**config.mk**
```make
export PLATFORM = sky130hd
export DESIGN_NAME = bp_update_sched
export DESIGN_NICKNAME = d
export VERILOG_FILES = /design/src/rtl/bp_update_sched.sv
export SDC_FILE = /design/constraint.sdc
export NUM_CORES = 1
export LEC_CHECK = 0
export ABC_AREA = 0
export BUFFER_PORTS_ARGS = -buffer_cell sky130_fd_sc_hd__buf_2
export CAP_MARGIN = 20
export CORE_AREA = 3 3 69 71
export CTS_BUF_LIST = sky130_fd_sc_hd__clkbuf_16
export DETAILED_ROUTE_END_ITERATION = 8
export DIE_AREA = 0 0 72 74
export MAX_ROUTING_LAYER = met4
export PLACE_DENSITY = 0.8
export RECOVER_POWER = 50
export SYNTH_ARGS = -nofsm -noshare
export SYNTH_HDL_FRONTEND = slang
export SYNTH_SLANG_ARGS = --single-unit
```
**constraint.sdc**
```tcl
create_clock -name clk_in -period 6.6 [get_ports clk_in]
set_input_delay 0 -clock clk_in [delete_from_list [all_inputs] [get_ports clk_in]]
set_output_delay 0 -clock clk_in [all_outputs]
set_load 0.01 [all_outputs]
```
**src/rtl/bp_update_sched.sv**
```systemverilog
// bp_update_sched: shares the predictor's single index port between fetch lookups and queued commit updates.
// Resolved branches wait in a FIFO and drain in commit order, with a starvation guard against continuous fetch.
module bp_update_sched #(
    parameter int LOCAL_WIDTH  = 10,
    parameter int DEPTH        = 4,
    parameter int STARVE_LIMIT = 8
) (
    input  logic                     clk_in,
    input  logic                     rst_in,
    input  logic                     rdy_in,
    input  logic                     lookup_valid,
    input  logic [LOCAL_WIDTH-1:0]   lookup_addr,
    output logic                     lookup_grant,
    output logic                     lookup_pred,
    input  logic                     resolve_valid,
    input  logic [LOCAL_WIDTH-1:0]   resolve_addr,
    input  logic                     resolve_taken,
    output logic                     resolve_ready,
    output logic [LOCAL_WIDTH-1:0]   pred_addr,
    output logic                     pred_transition,
    output logic                     pred_branch,
    input  logic                     pred_in,
    output logic [$clog2(DEPTH):0]   queue_count
);
    localparam int PW = $clog2(DEPTH);
    localparam int CW = PW + 1;
    localparam int SW = $clog2(STARVE_LIMIT + 1);

    logic [LOCAL_WIDTH-1:0] addr_q [DEPTH];
    logic                   taken_q [DEPTH];
    logic [PW-1:0]          head_q, tail_q;
    logic [CW-1:0]          count_q, count_d;
    logic [SW-1:0]          starve_q, starve_d;
    logic                   full, empty, update_sel, enq, deq;

    always_comb begin
        full            = count_q == CW'(DEPTH);
        empty           = count_q == '0;
        update_sel      = !empty && (!lookup_valid || full || starve_q >= SW'(STARVE_LIMIT));
        deq             = update_sel && rdy_in;
        // A full FIFO refuses input even when it drains this cycle.
        enq             = rdy_in && resolve_valid && !full;
        lookup_grant    = lookup_valid && !update_sel && rdy_in;
        lookup_pred     = pred_in;
        resolve_ready   = !full;
        pred_addr       = update_sel ? addr_q[head_q] : lookup_addr;
        pred_branch     = taken_q[head_q];
        pred_transition = deq;
        queue_count     = count_q;
        count_d         = (enq && !deq) ? count_q + 1'b1 : (deq && !enq) ? count_q - 1'b1 : count_q;
        starve_d        = (deq || empty) ? '0
                        : (lookup_grant && starve_q < SW'(STARVE_LIMIT)) ? starve_q + 1'b1 : starve_q;
    end

    always_ff @(posedge clk_in) begin
        if (enq) begin
            addr_q[tail_q]  <= resolve_addr;
            taken_q[tail_q] <= resolve_taken;
        end
    end

    always_ff @(posedge clk_in or negedge rst_in) begin
        if (!rst_in) begin
            head_q   <= '0;
            tail_q   <= '0;
            count_q  <= '0;
            starve_q <= '0;
        end else begin
            head_q   <= deq ? head_q + 1'b1 : head_q;
            tail_q   <= enq ? tail_q + 1'b1 : tail_q;
            count_q  <= count_d;
            starve_q <= starve_d;
        end
    end
endmodule

```
==> results of run 1 <==
[synthesized netlist by cell type, types with 2 or more instances]
cell type	n	area [sq um]
edfxtp_1	44	1320
mux2_2	13	146
dfrtp_1	11	275
inv_1	8	30.0
ha_1	7	87.6
mux4_2	7	158
and2_1	4	25.0
mux4_1	4	105
nand2_1	4	15.0
nor2_1	3	11.3
xnor2_1	3	26.3
xor2_1	3	26.3
a22o_1	2	17.5
[power by group through the flow]
stage | registers (mW) | logic [mW] | clock network, mW
2_1_floorplan | 0.479 | 0.281 | 0
3_3_place_gp | 0.507 | 0.346 | 0
3_5_place_dp | 0.516 | 0.365 | 0
4_1_cts | 0.509 | 0.372 | 0.288
5_1_grt | 0.514 | 0.396 | 0.303
6_report | 0.503 | 0.359 | 0.285
[critical path, cell delays in order (launching register included)]
cell	delay [ns]
dfrtp_1	0.48
nor3_1	0.62
a211o_1	0.26
ha_1	0.21
inv_1	0.07
fa_1	0.37
xor2_1	0.17
nor2_1	0.11
xor2_1	0.15
[cell usage in the layout, fill, tap and decap left out, types with 2 or more instances in the layout]
| cell | n |
|---|---|
| xnor2_1 | 3 |
| edfxtp_1 | 44 |
| ha_1 | 7 |
| clkbuf_16 | 5 |
| xor2_1 | 3 |
| buf_2 | 26 |
| inv_1 | 8 |
| nor2_1 | 3 |
| nand2_1 | 4 |
| and2_1 | 4 |
| a22o_1 | 2 |
| nor3_1 | 2 |
| clkbuf_1 | 16 |
| dfrtp_1 | 11 |
| mux2_2 | 13 |
| dlygate4sd3_1 | 12 |
| mux4_2 | 7 |
| mux4_1 | 4 |
[state kept, by name (all words and copies together), names as in the netlist]
signal,flops
addr_q,40
queue_count,3
taken_q,4
starve_q,4
head_q,2
tail_q,2
[per-layer routing]
metal | track usage [%] | part of all wire [%] | wire, um | vias up
li1 | - | - | - | 626
met1 | 20.7 | 40 | 1690 | 662
met2 | 30.8 | 54 | 2280 | 29
met3 | 3.24 | 3.1 | 132 | 8
met4 | 8.35 | 2.3 | 98 | 0
met5 | - | 0 | 0 | -
[worst max path at each step]
stage,from,end,slack [ns]
2_1_floorplan,queue_count[0],queue_count[1],4.47
3_3_place_gp,queue_count[0],queue_count[1],4.47
3_5_place_dp,queue_count[1],queue_count[2],4.31
4_1_cts,queue_count[1],queue_count[2],4.29
5_1_grt,queue_count[0],queue_count[2],3.86
6_report,queue_count[0],queue_count[2],4.09
[final cells by class]
cell class / instances / share of cell area [%]
Tap cell: 52 / 2.24
Inverter: 8 / 1.03
Clock inverter: 3 / 1.33
Timing Repair Buffer: 54 / 10.7
Sequential cell: 55 / 54.9
Multi-Input combinational cell: 65 / 25.5
Clock buffer: 5 / 4.30
[logic make-up after synthesis]
kind of cell	share of synthesized area [%]
multiplexers	17.0
XOR/XNOR	2.19
flip-flops	66.5
buffers and inverters	2.19
AND/OR/NAND/NOR	3.86
adder cells (fa/ha/maj)	4.48
AO/OA/AOI/OAI	3.75
[per-stage QoR]
stage	area, sq um	cells	util, %	worst slack [ns]	power [mW]
3_3_place_gp	2650	222	61.8	4.47	0.853
3_5_place_dp	2650	222	61.8	4.31	0.881
6_report	2910	242	67.7	4.09	1.15
2_1_floorplan	2400	131	-	4.47	0.760
5_1_grt	2910	242	67.7	3.86	1.21
4_1_cts	2940	242	68.4	4.29	1.17
==> metrics, run 1 <==
ys flop type=edfxtp_1; Final Skew=0.00450 ns; largest net degree at the start of global routing=17; Final Hold Viols=0; synth-to-layout area growth=21.2%; Sw Pwr=0.341 mW; measured slew at the worst slew-check pin=roughly 0.74 ns; row cnt=24; CTS resizes=0; GRT Util Overall=18.0%; Pint=0.806 mW; Peak supply drop=200 uV; Post-CTS Hold Fix Bufs=12; DR pass1 iterations=4; flop2flop setup slack=4.09 ns; Synth Register Bits=55; CTS root buf=clkbuf_16; H-tree Lvls=2; die width=slightly above 70 um; WHS Path Cells=0; Setup CP Type=reg2reg; Yosys cell types=31; Core ar.=0.00429 sq mm; Sequential Power Share=43.9%; worst reg2reg path endpoint=queue_count[2]; layout net count=roughly 220; initial antenna violation count=0; asr flop ratio synth=between 20% and 30%; CTS tree=yes; GPL Wtd Cong=about 0.89; layout cells sized above 1=28.9%; final worst-path cycle share=between 30 and 40%; Hold Crit Start=pred_in; via-per-instance ratio=around 5.5; register area=0.00160 sq mm; Hold WS=0.00000443 ns; clk slew on worst S/H paths=0.06 ns; Hold Path Class=in2out; Relative slew margins=51.0%; first-pass GRT wire length=6640 um; Die ar.=about 0.0053 sq mm; CTS sink count=55; Buffers on Ports=42; Critical Path AT=2.72 ns; DPL Wire Length=roughly 3000 um; Max Freq=0.399 GHz; clk_lat worst skew=0.28 ns; min Tclk post-route=2.51 ns; Comb pwr share=31.3%; post-synthesis sequential area ratio=66.5%; CP Max Fanout=7; Synth warnings=0; Sw Ratio=29.7%; fill count=294; cell area after synthesis=0.00240 sq mm; DR vias=1325; RSZ-0062 raised after global routing=no; max-cap violations=0; Crit. End Element=flop; P per Cell Area=394 mW/mm^2; Num CTS Buffers=5; worst r2r src=queue_count[0]; area of the multi-input gates=743 sq um; Critical Path RT=6.81 ns; Cells after Synth=~130; initial core utilization=55.9%; DRT iter0 DRCs=96; ANT nets after route=0; drt total wl=4200 um; final slew viol count=0; Worst Hold End=lookup_pred; die extent in y=74 um; Post-synth EDFFs=44; Clk network pwr share=24.8%; TNS Setup=0 ns; # IOs=45; CP Launch Type=flop; LEAKAGE=1.10 nW; Post CTS Setup Buffer Count=0; # diodes=0; DRC viols=0; number of global-route vias before repair=about 1400; status=finished, final reports clean; syn nets=approximately 170; Setup violations, final=0; Overflow after GRT=0; drt wl/cell=approximately 17 um; syn_area_per_cell=18.3 sq um; FF-to-FF path depth=8; maximum root-to-sink buffer count=2
Power figures use the tool's default switching activity.
==> run 2: changes to the inputs <==
--- a/config.mk
+++ b/config.mk
@@ -5,15 +5,15 @@
 export SDC_FILE = /design/constraint.sdc
 export NUM_CORES = 1
 export LEC_CHECK = 0
-export ABC_AREA = 0
+export ABC_AREA = 1
 export BUFFER_PORTS_ARGS = -buffer_cell sky130_fd_sc_hd__buf_2
 export CAP_MARGIN = 20
-export CORE_AREA = 3 3 69 71
+export CORE_AREA = 3 3 71 73
 export CTS_BUF_LIST = sky130_fd_sc_hd__clkbuf_16
 export DETAILED_ROUTE_END_ITERATION = 8
-export DIE_AREA = 0 0 72 74
+export DIE_AREA = 0 0 74 76
 export MAX_ROUTING_LAYER = met4
-export PLACE_DENSITY = 0.8
+export PLACE_DENSITY = 0.78
 export RECOVER_POWER = 50
 export SYNTH_ARGS = -nofsm -noshare
 export SYNTH_HDL_FRONTEND = slang
==> constraint.sdc (replaced) <==
create_clock -name clk_in -period 2.6 [get_ports clk_in]
set_input_delay 0 -clock clk_in [delete_from_list [all_inputs] [get_ports clk_in]]
set_output_delay 0 -clock clk_in [all_outputs]
set_load 0.01 [all_outputs]
==> run 2 against run 1 <==
Net effect:
- synthesized cell count increased by 69%
- fmax increased by 11%
- die area rose by 5.6%
- via count increased by 30%
- sequential cell count unchanged
- sequential share of layout area is 1.1 points lower
- worst hold slack about the same
- combinational power rose to 3.0 times the previous value
- sequential power is 140% higher
- global-route usage up 1.8 points
- critical path type unchanged
- highest routed layer unchanged
==> metrics, run 2 <==
Num CTS Buffers=5 (unchanged); Setup CP Type=reg2reg; Die ar.=0.00562 sq mm (+5.6%); first-pass GRT wire length=8170 um (+23%); P per Cell Area=996 mW/mm^2 (+150%); initial antenna violation count=0 (unchanged); # IOs=45 (unchanged); most frequent cell after synthesis=nor2_1; initial core utilization=55.9% (about the same); commonest non-fill, non-tap cells in the layout=nor2_1, edfxtp_1, buf_2; DRT iter0 DRCs=116 (+21%); max-cap violations=0 (unchanged); final slew viol count=0 (unchanged); clk slew on worst S/H paths=0.07 ns (about the same); Placed Cells=312 (+41%); Relative slew margins=56.4% (+5.4 points); synth-to-layout area growth=20.2%; H-tree Lvls=2 (unchanged); DRC viols=0 (unchanged); DR vias=1718 (+30%); most instantiated cells after synthesis=nor2_1, edfxtp_1, o21ai_0; Post-synth EDFFs=44 (unchanged); ys flop type=edfxtp_1; Post CTS Setup Buffer Count=0 (unchanged); Buffers on Ports=42 (unchanged); final cell count without fillers=332 (+37%); Final Hold Viols=0 (unchanged); Cells after Synth=222 (+69%); row cnt=24 (unchanged); syn nets=257 (+55%); die extent in y=76 um (+2.7%); Overflow after GRT=0 (unchanged); die width=74 um (+2.8%); max reg flops=40 (unchanged); status=finished, final reports clean; fill count=324 (+10%); area leader, netlist=edfxtp_1; Final Skew=0.00573 ns (+0.00123 ns); cell area after synthesis=0.00247 sq mm (+2.8%); most common cell after layout, fill and taps aside=nor2_1; LEAKAGE=1.19 nW (+7.4%); area of the multi-input gates=736 sq um (-1.0%); GPL Wtd Cong=0.786 (-11%); clk_lat worst skew=0.29 ns (about the same); Area contributors post-synth=edfxtp_1, dfrtp_1, nor2_1, ha_1, o21ai_0; Max Freq=0.444 GHz (+11%); drt wl/cell=14.9 um (-14%); measured slew at the worst slew-check pin=0.653 ns (-0.0817 ns); Synth top area share=53.5% (-1.5 points); drt total wl=4950 um (+18%); Peak supply drop=775 uV (+290%); CTS tree=yes; Crit. End Element=flop; Setup violations, final=0 (unchanged); asr flop ratio synth=20.0% (unchanged); GRT Util Overall=19.8% (+1.8 points); flop2flop setup slack=0.35 ns (-3.74 ns); Critical Path RT=2.77 ns (-4.04 ns); Yosys cell types=27 (-13%); DPL Wire Length=3130 um (+6.7%); # diodes=0 (unchanged); DR pass1 iterations=4 (unchanged); largest net degree at the start of global routing=25 (+8); ANT nets after route=0 (unchanged); Critical Path AT=2.43 ns (-0.29 ns); CTS root buf=clkbuf_16; post-synthesis sequential area ratio=64.7% (-1.8 points); Synth Register Bits=55 (unchanged); final worst-path cycle share=86.6% (+49 points); layout cells sized above 1=17.5% (-11 points); CP Launch Type=flop; Hold Path Class=in2out; Synth warnings=0 (unchanged); TNS Setup=0 ns (unchanged); maximum root-to-sink buffer count=2 (unchanged); Core ar.=0.00441 sq mm (+2.8%); Most flops, register=addr_q; number of global-route vias before repair=1737 (+26%); via-per-instance ratio=5.17 (-5.5%); register area=0.00160 sq mm (unchanged); RSZ-0062 raised after global routing=no; min Tclk post-route=2.25 ns (-0.255 ns); syn_area_per_cell=11.1 sq um (-39%); Regs by FF count=addr_q (40), starve_q (4), taken_q (4); CP Max Fanout=22 (+15); layout net count=314 (+40%); CTS sink count=55 (unchanged)
==> run 2: cell count changes after synthesis, moves of 5 or more <==
| cell | before | now |
|---|---|---|
| mux2_2 | 13 | 0 |
| o21ai_0 | 1 | 16 |
| nor2_1 | 3 | 63 |
| nand2_1 | 4 | 9 |
| nand3_1 | 1 | 8 |
| o21ai_1 | 0 | 9 |
| mux4_2 | 7 | 0 |
| inv_1 | 8 | 14 |
| a31oi_1 | 0 | 10 |
==> run 2: critical path: stages, from the launching register on <==
cell and delay, ns:
dfrtp_1 0.44, inv_1 0.15, nand2_2 0.08, nand2_1 0.14, nand2_4 0.19, nand2_2 0.15
ha_1 0.15, inv_1 0.07, fa_1 0.39, a21oi_1 0.15, o21ai_0 0.11, xnor2_1 0.13
==> run 2: stage by stage <==
stage               utilization (%)  hold slack, ns  total power, mW  cell area [sq um]  worst slack [ns]
floorplan                         -          -0.296             1.99               2470             0.599
global placement               61.6          -0.116             2.26               2720             0.524
detailed placement             61.6          -0.109             2.30               2720             0.455
CTS                            67.7        0.000119             2.98               2990             0.432
global route                   67.2       0.0000297             3.17               2970             0.116
finish                         67.2      0.00000336             2.96               2970             0.348
==> run 2: kinds of logic (layout without fill, tap and decap cells) <==
| kind of cell | after synthesis | count (layout) | share of synthesized area (%) |
|---|---|---|---|
| xor gates and xnor gates | 4 | 4 | 1.42 |
| DFF | 55 | 55 | 64.7 |
| buffers and inverters | 28 | 86 | 5.42 |
| AOI/OAI and AO/OA | 40 | 40 | 9.12 |
| and+or+nand+nor | 87 | 87 | 15.0 |
| adders and majority gates | 8 | 8 | 4.36 |
==> run 2: path summary, 6_finish.rpt <==
check | start | end | depth (start not counted)
worst min-delay path | pred_in | lookup_pred | 0
max in group asynchronous | rst_in | head_q[1] | 2
worst max register to register | queue_count[0] | queue_count[2] | 11
worst max-delay path | queue_count[0] | queue_count[2] | 11
worst min register to register | starve_q[3] | starve_q[3] | 2
min in group asynchronous | rst_in | tail_q[0] | 2
==> run 2: area by class of cell <==
| cell class | count | area share, % |
|---|---|---|
| multi-input combinational | 139 | 24.8 |
| clock inverter | 3 | 0.801 |
| tap | 52 | 2.19 |
| timing repair buffer | 59 | 11.8 |
| sequential | 55 | 53.8 |
| clock buffer | 5 | 4.22 |
| inverter | 19 | 2.40 |
==> run 2: timing repair <==
action / 4_1_cts / 5_1_grt
hold buffers: 12 / 0
resized for setup: 0 / 0
endpoints found under the hold margin: 55 / 0
==> run 2: metal layers <==
layer / up-vias / global-route usage [%] / part of all wire, %
li1: 867 / - / -
met1: 784 / 25.0 / 40
met2: 55 / 31.1 / 51
met3: 12 / 3.83 / 6.3
met4: 0 / 8.33 / 2.8
met5: - / - / 0
==> run 2: power breakdown <==
part           leakage [nW]  switching, mW  internal [mW]
Combinational         0.579          0.672          0.392
Sequential            0.536          0.138           1.10
Clock                0.0717          0.296          0.362
==> run 3: changes to the inputs <==
--- a/config.mk
+++ b/config.mk
@@ -6,14 +6,14 @@
 export NUM_CORES = 1
 export LEC_CHECK = 0
 export ABC_AREA = 1
-export BUFFER_PORTS_ARGS = -buffer_cell sky130_fd_sc_hd__buf_2
 export CAP_MARGIN = 20
-export CORE_AREA = 3 3 71 73
+export CORE_AREA = 3 3 70 72
 export CTS_BUF_LIST = sky130_fd_sc_hd__clkbuf_16
 export DETAILED_ROUTE_END_ITERATION = 8
-export DIE_AREA = 0 0 74 76
+export DIE_AREA = 0 0 73 75
+export DONT_BUFFER_PORTS = 1
 export MAX_ROUTING_LAYER = met4
-export PLACE_DENSITY = 0.78
+export PLACE_DENSITY = 0.71
 export RECOVER_POWER = 50
 export SYNTH_ARGS = -nofsm -noshare
 export SYNTH_HDL_FRONTEND = slang
==> run 3 against run 2 <==
Net effect:
- worst hold slack hardly changed
- combinational power is 15% lower
- highest routed layer unchanged
- die area is 2.6% lower
- clock power is 0.8% lower
- sequential power hardly changed
- register-to-register slack better by 0.05 ns
- utilization is 3.4 points lower
- critical path type unchanged
- global-route usage is 2.5 points lower
- non-clock buffer count is 41 lower
- first-iteration DRC count is 32% lower
==> metrics, run 3 (synthesis gave the netlist of run 2 again) <==
status=finished, final reports clean; DPL Wire Length=2740 um (-13%); worst reg2reg path endpoint=queue_count[2]; Design Area, Final=0.00278 sq mm (-6.4%); Num CTS Buffers=5 (unchanged); layout net count=273 (-13%); Most flops, register=addr_q; drt wl/cell=14.5 um (-2.8%); worst r2r src=queue_count[0]; GRT Util Overall=17.3% (-2.5 points); P per Cell Area=1000 mW/mm^2 (+0.82%); Setup CP Type=reg2reg; Final Hold Viols=0 (unchanged); Crit. End Element=flop; LEAKAGE=1.07 nW (-10%); max-cap violations=0 (unchanged); drt total wl=4220 um (-15%); Max Freq=0.455 GHz (+2.4%); Hold Path Class=in2out; GPL Wtd Cong=0.793 (+0.78%); CP Launch Type=flop; Final Skew=0.00349 ns (-0.00223 ns); DR pass1 iterations=4 (unchanged); CTS root buf=clkbuf_16; CTS tree=yes; Worst Hold End=lookup_pred; max reg flops=40 (unchanged); first-pass GRT wire length=6770 um (-17%); Regs by FF count=addr_q (40), starve_q (4), taken_q (4); Peak supply drop=490 uV (-37%); number of global-route vias before repair=1461 (-16%); clk_lat worst skew=0.28 ns (about the same); min Tclk post-route=2.20 ns (-0.0523 ns); final worst-path cycle share=84.6% (-2.0 points); CTS sink count=55 (unchanged); maximum root-to-sink buffer count=2 (unchanged); Relative slew margins=64.5% (+8.0 points); Setup violations, final=0 (unchanged); initial antenna violation count=0 (unchanged); RSZ-0062 raised after global routing=no; final slew viol count=0 (unchanged); WHS Path Cells=0 (unchanged); most common cell after layout, fill and taps aside=nor2_1; TNS Setup=0 ns (unchanged); Overflow after GRT=0 (unchanged); FF-to-FF path depth=10 (-1); Core ar.=0.00435 sq mm (-1.4%); Critical Path RT=2.76 ns (about the same); flop2flop setup slack=0.40 ns (+0.05 ns); via-per-instance ratio=5.26 (+1.7%); Buffers on Ports=0 (-100%); # IOs=45 (unchanged); synth-to-layout area growth=12.5%; # diodes=0 (unchanged); layout cells sized above 1=9.21% (-8.3 points); commonest non-fill, non-tap cells in the layout=nor2_1, edfxtp_1, o21ai_0; Critical Path AT=2.36 ns (-0.07 ns); row cnt=24 (unchanged); die width=73 um (-1.4%); measured slew at the worst slew-check pin=0.533 ns (-0.120 ns); Die ar.=0.00548 sq mm (-2.6%); clk slew on worst S/H paths=0.07 ns (about the same); DR vias=1531 (-11%); Hold Crit Start=pred_in; largest net degree at the start of global routing=25 (unchanged); initial core utilization=56.7% (+0.77 points); ANT nets after route=0 (unchanged); DRC viols=0 (unchanged); die extent in y=75 um (-1.3%); CP Max Fanout=6 (-73%); Placed Area=0.00251 sq mm (-7.7%); DRT iter0 DRCs=79 (-32%); H-tree Lvls=2 (unchanged)
## run 3: changes by cell type in the layout (fill, tap and decap cells not counted), sizes merged
| cell | delta |
|---|---|
| buf | -27 |
| clkbuf | -15 |
| dlygate4sd3 | +1 |
## run 3: worst max-delay path: stages, from the launching register on
cell,delay (ns)
dfrtp_1,0.47
inv_1,0.13
nand3_4,0.14
nand3_1,0.20
inv_1,0.14
ha_1,0.15
inv_1,0.07
fa_1,0.38
a21oi_1,0.14
o21ai_0,0.11
xnor2_1,0.14
## run 3: timing repair
item                      in CTS  in global routing
hold endpoints to repair      61                  0
resized for setup              0                  0
setup buffers                  0                  0
hold buffers                  13                  0
## run 3: layer usage
| layer | part of all wire [%] | GRT usage (%) |
|---|---|---|
| met2 | 49 | 27.5 |
| met1 | 44 | 20.9 |
| met5 | 0 | - |
| met4 | 1.0 | 7.79 |
| met3 | 5.9 | 4.41 |
## run 3: how the worst max path moves through the flow
stage	cells past startpoint	slack [ns]	to	start
after floorplan	10	0.60	queue_count[2]	queue_count[0]
after global placement	11	0.46	queue_count[2]	queue_count[0]
after detailed placement	11	0.41	queue_count[2]	queue_count[0]
after CTS	11	0.40	queue_count[2]	queue_count[0]
after global routing	10	0.16	queue_count[2]	queue_count[0]
final	10	0.40	queue_count[2]	queue_count[0]
## run 3: power breakdown
group,switching (mW),total (mW),internal [mW]
Sequential,0.144,1.24,1.10
Clock,0.292,0.653,0.362
Combinational,0.599,0.896,0.297
## run 3: cell type report
class	instances	area (sq um)
Clock buffer	5	125
Clock inverter	3	23.8
Fill cell	335	1580
Inverter	19	71.3
Multi-Input combinational cell	139	727
Sequential cell	55	1600
Tap cell	52	65.1
Timing Repair Buffer	18	168
## run 3: metrics by stage
| step | hold WS [ns] | util [%] | power (mW) | cells | setup slack, ns |
|---|---|---|---|---|---|
| after floorplan | -0.296 | - | 1.99 | 222 | 0.599 |
| after CTS | 0.000119 | 64.0 | 2.83 | 291 | 0.398 |
| final | 0.00000443 | 63.8 | 2.79 | 291 | 0.400 |
| after global placement | -0.295 | 57.6 | 2.14 | 270 | 0.460 |
| after global routing | 0.0000273 | 63.8 | 3.01 | 291 | 0.163 |
| after detailed placement | -0.295 | 57.6 | 2.15 | 270 | 0.410 |
